## config.mk

```make
export PLATFORM = sky130hd
export DESIGN_NAME = uart_baud_gen
export DESIGN_NICKNAME = d
export VERILOG_FILES = /design/src/rtl/uart_baud_gen.sv
export SDC_FILE = /design/constraint.sdc
export NUM_CORES = 1
export LEC_CHECK = 0
export BUFFER_PORTS_ARGS = -buffer_cell sky130_fd_sc_hd__buf_4
export CAP_MARGIN = 20
export CORE_UTILIZATION = 30
export DETAILED_ROUTE_END_ITERATION = 12
export SLEW_MARGIN = 10
export SYNTH_ARGS = -nofsm -noshare
export SYNTH_HDL_FRONTEND = slang
export SYNTH_SLANG_ARGS = --single-unit
```

## constraint.sdc

```tcl
create_clock -name clk -period 2.62 [get_ports clk]
set_input_delay 0.524 -clock clk [delete_from_list [all_inputs] [get_ports clk]]
set_output_delay 0.524 -clock clk [all_outputs]
set_load 0.05 [all_outputs]
```

## src/rtl/uart_baud_gen.sv

```systemverilog
// Fractional NCO baud generator: oversample tick from accumulator carry, bit tick every OVERSAMPLE os_ticks.
// Optional mid-bit tick enabled by defining UART_BAUD_MIDBIT_EN; otherwise mid_tick is tied low.
module uart_baud_gen #(
   parameter int          ACC_WIDTH   = 24,
   parameter int unsigned DEFAULT_INC = 25770,
   parameter int          OVERSAMPLE  = 16
) (
   input  logic                 clk,
   input  logic                 rst,
   input  logic                 en,
   input  logic                 sync,
   input  logic                 inc_load,
   input  logic [ACC_WIDTH-1:0] inc_in,
   output logic                 os_tick,
   output logic                 bit_tick,
   output logic                 mid_tick
);

   localparam int             OSC_W    = $clog2(OVERSAMPLE);
   localparam logic [OSC_W-1:0] OSC_LAST = OSC_W'(OVERSAMPLE - 1);

   logic [ACC_WIDTH-1:0] acc_q, acc_d;
   logic [ACC_WIDTH-1:0] inc_q, inc_d;
   logic [OSC_W-1:0]     osc_q, osc_d;
   logic                 os_q, os_d;
   logic                 bit_q, bit_d;
   logic [ACC_WIDTH:0]   sum;
   logic                 carry;

   // One extra bit holds the carry; inc_q < 2^ACC_WIDTH so at most one wrap per cycle.
   assign sum   = {1'b0, acc_q} + {1'b0, inc_q};
   assign carry = sum[ACC_WIDTH];

   always_comb begin
      acc_d = acc_q;
      inc_d = inc_q;
      osc_d = osc_q;
      os_d  = 1'b0;
      bit_d = 1'b0;
      if (inc_load) begin
         inc_d = inc_in;
      end
      if (sync) begin
         acc_d = '0;
         osc_d = '0;
      end else if (en) begin
         acc_d = sum[ACC_WIDTH-1:0];
         os_d  = carry;
         bit_d = carry && (osc_q == OSC_LAST);
         if (carry) begin
            osc_d = (osc_q == OSC_LAST) ? '0 : osc_q + OSC_W'(1);
         end
      end
   end

   always_ff @(posedge clk) begin
      if (rst) begin
         acc_q <= '0;
         inc_q <= ACC_WIDTH'(DEFAULT_INC);
         osc_q <= '0;
         os_q  <= 1'b0;
         bit_q <= 1'b0;
      end else begin
         acc_q <= acc_d;
         inc_q <= inc_d;
         osc_q <= osc_d;
         os_q  <= os_d;
         bit_q <= bit_d;
      end
   end

   assign os_tick  = os_q;
   assign bit_tick = bit_q;

`ifdef UART_BAUD_MIDBIT_EN
   localparam logic [OSC_W-1:0] OSC_MID = OSC_W'(OVERSAMPLE / 2 - 1);

   logic mid_q, mid_d;

   // Centre of the bit, counted from the last sync.
   always_comb begin
      mid_d = 1'b0;
      if (!sync && en) begin
         mid_d = carry && (osc_q == OSC_MID);
      end
   end

   always_ff @(posedge clk) begin
      if (rst) begin
         mid_q <= 1'b0;
      end else begin
         mid_q <= mid_d;
      end
   end

   assign mid_tick = mid_q;
`else
   assign mid_tick = 1'b0;
`endif

endmodule
```

==> impl_metrics.json, run 1 <==
{
  "finalSetupViolCount": 0,
  "grt_usage_pct": 13.3,
  "dr.pass1.iters": 5,
  "vias": 2746,
  "rsz0062_at_grt": "false",
  "slew_violations": 0,
  "portBuffers": 30,
  "cts_buffers": 5,
  "ioPinCount": 32,
  "wl_per_cell_microns": 13.5,
  "fin_setup_tns_ns": 0,
  "ys_seq_area_share_pct": 33.8,
  "via_per_inst": 5.20,
  "endpoint_kind": "flop",
  "r2r_end": "acc_q[20]$_SDFFE_PP0P_",
  "power.share.sequential_pct": 52.4,
  "p_comb_share_pct": 18.6,
  "critPathKind": "flop to flop",
  "cp.arrival_ns": 2.72,
  "max_slew_margin_pct": 60.5,
  "synth_edf_count": 0,
  "syn2layout_area_growth_pct": 14.7,
  "path_clk_slew_ns": 0.11,
  "grt_max_degree": 32,
  "die_x_microns": 105,
  "drtAntennaViolNets": 0,
  "fin_area_sq_um": 3670,
  "cp.required_ns": 2.86,
  "grt_pass1_wl_microns": 12100,
  "synth.distinct_cells": 54,
  "cts.sinks": 54,
  "gp_congestion": 0.841,
  "grt.overflow.total": 0,
  "p_per_area_nw_per_um2": 457,
  "layout.nets": 446,
  "cp_max_fo": 3,
  "hold_buffers": 0,
  "r2r_cells": 9,
  "r2r_setup_slack_ns": 0.14,
  "final_cell_mix": "54 x dfxtp_1, 41 x nor2_1, 36 x buf_4, 29 x mux2i_1, 25 x ha_1",
  "skew_ns": 0.00607,
  "syn-num-nets": 421,
  "post-route-period-util_pct": 94.6,
  "die_y_microns": 105,
  "r2r_start": "acc_q[0]$_SDFFE_PP0P_",
  "coreArea_sq_um": 10300,
  "switching_share_pct": 28.9,
  "synthCells": 366,
  "htreeDepth": 2,
  "layout-drive-gt1-share_pct": 14.8,
  "drv_cap": 0,
  "startpoint_type": "flop",
  "async_flop_share_pct": 0,
  "dieArea_sq_um": 11100,
  "p_switching_w": 0.000485,
  "tightest_slew_ns": 0.578,
  "outcome": "finished, final reports clean",
  "drc": 0,
  "worst_ir_drop_vdd_mv": 0.230,
  "whs_endpoint": "inc_q[5]$_SDFFE_PP1P_",
  "ys_warn_count": 0,
  "initialDrtViolationCount": 77,
  "cts_tree": "built",
  "final_common_cell": "dfxtp_1",
  "cts_max_path_buffers": 2,
  "hp-class": "primary input to flop",
  "synth_area_per_cell_sq_um": 8.74,
  "yosys_most_used_dff": "dfxtp_1",
  "fillers": 1070,
  "final_hold_viol_count": 0,
  "post-route-min-period_ns": 2.48,
  "insertion_delay_ns": 0.31,
  "grt_pass1_vias": 2664,
  "cts_root_buf": "clkbuf_8",
  "syn_area_sq_um": 3200,
  "postCtsSetupBuffers": 0,
  "clockPowerShare_pct": 29.0,
  "n_antenna_cell": 0,
  "hp-start": "inc_in[5]",
  "max_freq_ghz": 0.403,
  "min_path_cells": 2,
  "antenna_found_initial": 0,
  "p_leak_nw": 1.64,
  "initial_core_util_pct": 31.0,
  "ys_seq_elements": 54,
  "wirelength_microns": 7150,
  "rows": 37,
  "dp_hpwl_microns": 5240,
  "intPower_w": 0.00119,
  "placed_area_sq_um": 3570
}
## routing by layer
layer  track usage, %  routed length, microns  vias up
met5                0                       0        -
met4             3.22                      48        0
met3             2.41                     277        5
met2             23.2                    3420       56
met1             16.8                    3410     1294
li1                 -                       -     1391
## synthesized netlist by cell type (2+ instances only)
| cell type | number | area, sq um |
|---|---|---|
| a221o_1 | 3 | 30.0 |
| o21bai_1 | 2 | 15.0 |
| nor2b_1 | 9 | 56.3 |
| or2_1 | 2 | 12.5 |
| nand4_1 | 3 | 18.8 |
| o21ai_2 | 4 | 35.0 |
| and3_1 | 3 | 18.8 |
| mux2i_1 | 29 | 290 |
| a2111oi_0 | 2 | 17.5 |
| xnor2_1 | 5 | 43.8 |
| o21a_1 | 4 | 30.0 |
| dfxtp_1 | 54 | 1080 |
| nand2_1 | 24 | 90.1 |
| o21ai_1 | 2 | 10.0 |
| o21ai_0 | 12 | 60.1 |
| nor3_1 | 5 | 25.0 |
| a211oi_1 | 5 | 37.5 |
| nor3b_1 | 2 | 15.0 |
| inv_1 | 4 | 15.0 |
| and2_1 | 4 | 25.0 |
| a211o_1 | 8 | 70.1 |
| nand3_1 | 16 | 80.1 |
| clkbuf_1 | 13 | 48.8 |
| a21oi_1 | 22 | 110 |
| a31oi_1 | 7 | 43.8 |
| xor2_1 | 5 | 43.8 |
| nor2_1 | 41 | 154 |
| a211oi_2 | 2 | 25.0 |
| nand3b_1 | 2 | 15.0 |
| or3_1 | 3 | 18.8 |
| ha_1 | 25 | 313 |
| o211ai_1 | 3 | 22.5 |
| buf_1 | 3 | 11.3 |
| a311o_1 | 3 | 30.0 |
| a21o_1 | 15 | 113 |
| a21oi_2 | 2 | 17.5 |
## worst max-delay path, stage by stage (launching register included)
cell and delay, ns:
dfxtp_1 0.33, ha_1 0.24, fa_2 0.38, a211oi_2 0.23, o21a_1 0.19, a21o_1 0.20
a211oi_2 0.10, or2_1 0.26, a221o_1 0.35, a21oi_1 0.13
## layout make-up
cell class | instances | area [sq um] | share of cell area, %
clock buffer | 5 | 68.8 | 1.88
clock inverter | 3 | 25.0 | 0.682
inverter | 5 | 18.8 | 0.512
multi-input combinational | 289 | 2030 | 55.4
sequential | 54 | 1080 | 29.5
tap | 136 | 170 | 4.64
timing repair buffer | 36 | 270 | 7.37
## timing repair
item / in CTS / in global routing
setup endpoints to repair: 0 / 5
gates resized for setup: 0 / 2
endpoints found under the hold margin: 0 / 0
## power by group through the flow
stage / Sequential, W / Combinational [W] / Clock [W]
floorplan: 0.000891 / 0.000227 / 0
global placement: 0.000897 / 0.000305 / 0
detailed placement: 0.000899 / 0.000310 / 0
CTS: 0.000880 / 0.000311 / 0.000515
global route: 0.000884 / 0.000351 / 0.000543
finish: 0.000879 / 0.000312 / 0.000486
## sequential cells by signal, indices dropped and copies added, names as in the netlist
name / cells
acc_q: 24
inc_q: 24
osc_q: 4
bit_tick: 1
os_tick: 1
## through the flow
stage	instances	total power (W)	hold WS (ns)	worst slack (ns)	utilization [%]
after CTS	528	0.00171	0.399	0.0809	35.5
after floorplan	366	0.00112	0.445	0.245	-
after global routing	528	0.00178	0.401	0.0153	35.5
after global placement	520	0.00120	0.460	0.156	34.5
final	528	0.00168	0.412	0.141	35.5
after detailed placement	520	0.00121	0.467	0.136	34.5
## kinds of logic after synthesis
kind of cell / synth area share (%)
other cells: 0.117
flops: 33.8
fa+ha+maj: 10.4
xor+xnor: 2.74
mux: 9.08
compound gates: 23.5
simple gates: 17.5
buf+inv: 2.86
## how the worst max path moves through the flow
stage | end | cells past startpoint | slack, ns | startpoint
5_1_grt | acc_q[20]$_SDFFE_PP0P_ | 9 | 0.02 | acc_q[0]$_SDFFE_PP0P_
2_1_floorplan | acc_q[20]$_SDFFE_PP0P_ | 9 | 0.25 | acc_q[0]$_SDFFE_PP0P_
3_3_place_gp | acc_q[20]$_SDFFE_PP0P_ | 9 | 0.16 | acc_q[0]$_SDFFE_PP0P_
3_5_place_dp | acc_q[20]$_SDFFE_PP0P_ | 9 | 0.14 | acc_q[0]$_SDFFE_PP0P_
4_1_cts | acc_q[20]$_SDFFE_PP0P_ | 9 | 0.08 | acc_q[0]$_SDFFE_PP0P_
6_report | acc_q[20]$_SDFFE_PP0P_ | 9 | 0.14 | acc_q[0]$_SDFFE_PP0P_
Note: power is estimated with default switching activity, not from simulation.
==> run 2, diff against run 1 <==
==> constraint.sdc (replaced) <==
create_clock -name clk -period 2.62 [get_ports clk]
set_input_delay 0.131 -clock clk [delete_from_list [all_inputs] [get_ports clk]]
set_output_delay 0.131 -clock clk [all_outputs]
set_load 0.05 [all_outputs]
==> impl_metrics.json, run 2 (synthesis gave the netlist of run 1 again) <==
{
  "cts.sinks": 54,
  "placed_area_sq_um": 3560,
  "cts_max_path_buffers": 2,
  "cts_tree": "built",
  "dr.pass1.iters": 4,
  "worst_path_most_repeated_cell": "a211oi_2",
  "rows": 37,
  "dr_wl_met2_microns": 3380,
  "layout.nets": 445,
  "hold_buffers": 0,
  "ioPinCount": 32,
  "highest_layer": "met4",
  "grt_max_degree": 32,
  "insertion_delay_ns": 0.31,
  "via_per_inst": 5.12,
  "cts_resized": 0,
  "post-route-min-period_ns": 2.44,
  "tightest_slew_ns": 0.522,
  "outcome": "finished, final reports clean",
  "post-route-period-util_pct": 93.0,
  "drv_cap": 0,
  "portBuffers": 30,
  "p_per_area_nw_per_um2": 482,
  "path_clk_slew_ns": 0.11,
  "max_freq_ghz": 0.410,
  "fillers": 1062,
  "fin_setup_tns_ns": 0,
  "critPathBufInv": 0,
  "hp-class": "primary input to flop",
  "grt_pass1_wl_microns": 12200,
  "p_leak_nw": 1.65,
  "initialDrtViolationCount": 122,
  "n_antenna_cell": 0,
  "cp.required_ns": 2.85,
  "finalSetupViolCount": 0,
  "final_util_pct": 35.7,
  "drc": 0,
  "r2r_start": "acc_q[0]$_SDFFE_PP0P_",
  "endpoint_kind": "flop",
  "die_y_microns": 105,
  "wl_per_cell_microns": 13.5,
  "final_hold_viol_count": 0,
  "grt.overflow.total": 0,
  "cp_cell_sequence": "ha_1 > fa_2 > a211oi_2 > o21a_1 > a21o_1 > a211oi_2 > or2_1 > a311o_1 > o211ai_1",
  "fin_area_sq_um": 3680,
  "r2r_setup_slack_ns": 0.18,
  "whs_endpoint": "inc_q[5]$_SDFFE_PP1P_",
  "crit_family": "compound AO/OA/AOI/OAI gates",
  "layout-drive-gt1-share_pct": 14.6,
  "cts_buffers": 5,
  "cts_root_buf": "clkbuf_8",
  "initial_core_util_pct": 31.0,
  "skew_ns": 0.00943,
  "final_common_cell": "dfxtp_1",
  "min_path_cells": 2,
  "cp_max_fo": 3,
  "drtAntennaViolNets": 0,
  "wirelength_microns": 7090,
  "htreeDepth": 2,
  "coreArea_sq_um": 10300,
  "critPathKind": "flop to flop",
  "gp_congestion": 0.810,
  "vias": 2698,
  "die_x_microns": 105,
  "slowest_delay_ns": 0.37,
  "startpoint_type": "flop",
  "dieArea_sq_um": 11100,
  "cp.arrival_ns": 2.67,
  "postCtsSetupBuffers": 0,
  "grt_usage_pct": 13.4,
  "critical_path.slowest_cell": "a311o_1",
  "rsz0062_at_grt": "false",
  "final_cell_mix": "54 x dfxtp_1, 41 x nor2_1, 35 x buf_4, 29 x mux2i_1, 25 x ha_1",
  "hp-start": "inc_in[5]",
  "met1_length_microns": 3390,
  "syn2layout_area_growth_pct": 15.1,
  "worst_ir_drop_vdd_mv": 0.354,
  "slew_violations": 0,
  "r2r_end": "acc_q[22]$_SDFFE_PP0P_",
  "wl_met3_microns": 273,
  "max_slew_margin_pct": 64.3,
  "reg.largest.list": "acc_q: 24 flops, inc_q: 24 flops, osc_q: 4 flops",
  "r2r_cells": 9,
  "dp_hpwl_microns": 5220,
  "antenna_found_initial": 0,
  "grt_pass1_vias": 2668
}
==> run 2: cell count changes in the layout (fill, tap and decap cells not counted) <==
| cell | before | now |
|---|---|---|
| bufinv_16 | 0 | 1 |
| clkinvlp_4 | 1 | 0 |
| buf_4 | 36 | 35 |
| inv_6 | 1 | 2 |
| clkinv_4 | 1 | 0 |
==> run 2: metal layers <==
| metal | track usage (%) | up-vias |
|---|---|---|
| met3 | 2.41 | 4 |
| met2 | 23.6 | 57 |
| met5 | 0 | - |
| li1 | - | 1391 |
| met1 | 17.1 | 1246 |
| met4 | 2.52 | 0 |
==> run 2: cell type report <==
| cell class | count | area [sq um] | area share, % |
|---|---|---|---|
| multi-input combinational | 289 | 2030 | 55.2 |
| sequential | 54 | 1080 | 29.4 |
| timing repair buffer | 35 | 263 | 7.14 |
| tap | 136 | 170 | 4.62 |
| clock buffer | 5 | 68.8 | 1.87 |
| clock inverter | 3 | 47.5 | 1.29 |
| inverter | 5 | 18.8 | 0.510 |
==> run 2: how the worst max path moves through the flow <==
stage / startpoint / endpoint / slack [ns] / cells past startpoint
after global routing: acc_q[0]$_SDFFE_PP0P_ / acc_q[20]$_SDFFE_PP0P_ / 0.01 / 9
final: acc_q[0]$_SDFFE_PP0P_ / acc_q[22]$_SDFFE_PP0P_ / 0.18 / 9
after detailed placement: acc_q[0]$_SDFFE_PP0P_ / acc_q[22]$_SDFFE_PP0P_ / 0.13 / 9
after CTS: acc_q[0]$_SDFFE_PP0P_ / acc_q[22]$_SDFFE_PP0P_ / 0.08 / 9
after floorplan: acc_q[0]$_SDFFE_PP0P_ / acc_q[20]$_SDFFE_PP0P_ / 0.25 / 9
after global placement: acc_q[0]$_SDFFE_PP0P_ / acc_q[20]$_SDFFE_PP0P_ / 0.15 / 9
==> run 2: power by group <==
group	internal (W)	switching (W)
Clock	0.000292	0.000292
Sequential	0.000857	0.0000223
Combinational	0.000139	0.000170
Total	0.00129	0.000485
==> run 2: metrics by stage <==
step / setup slack [ns] / hold slack [ns] / power [W] / instances
2_1_floorplan: 0.245 / 0.253 / 0.00112 / 366
3_3_place_gp: 0.147 / 0.336 / 0.00120 / 519
3_5_place_dp: 0.134 / 0.340 / 0.00121 / 519
4_1_cts: 0.0770 / 0.00737 / 0.00181 / 527
5_1_grt: 0.0101 / 0.0177 / 0.00188 / 527
6_report: 0.183 / 0.0188 / 0.00177 / 527
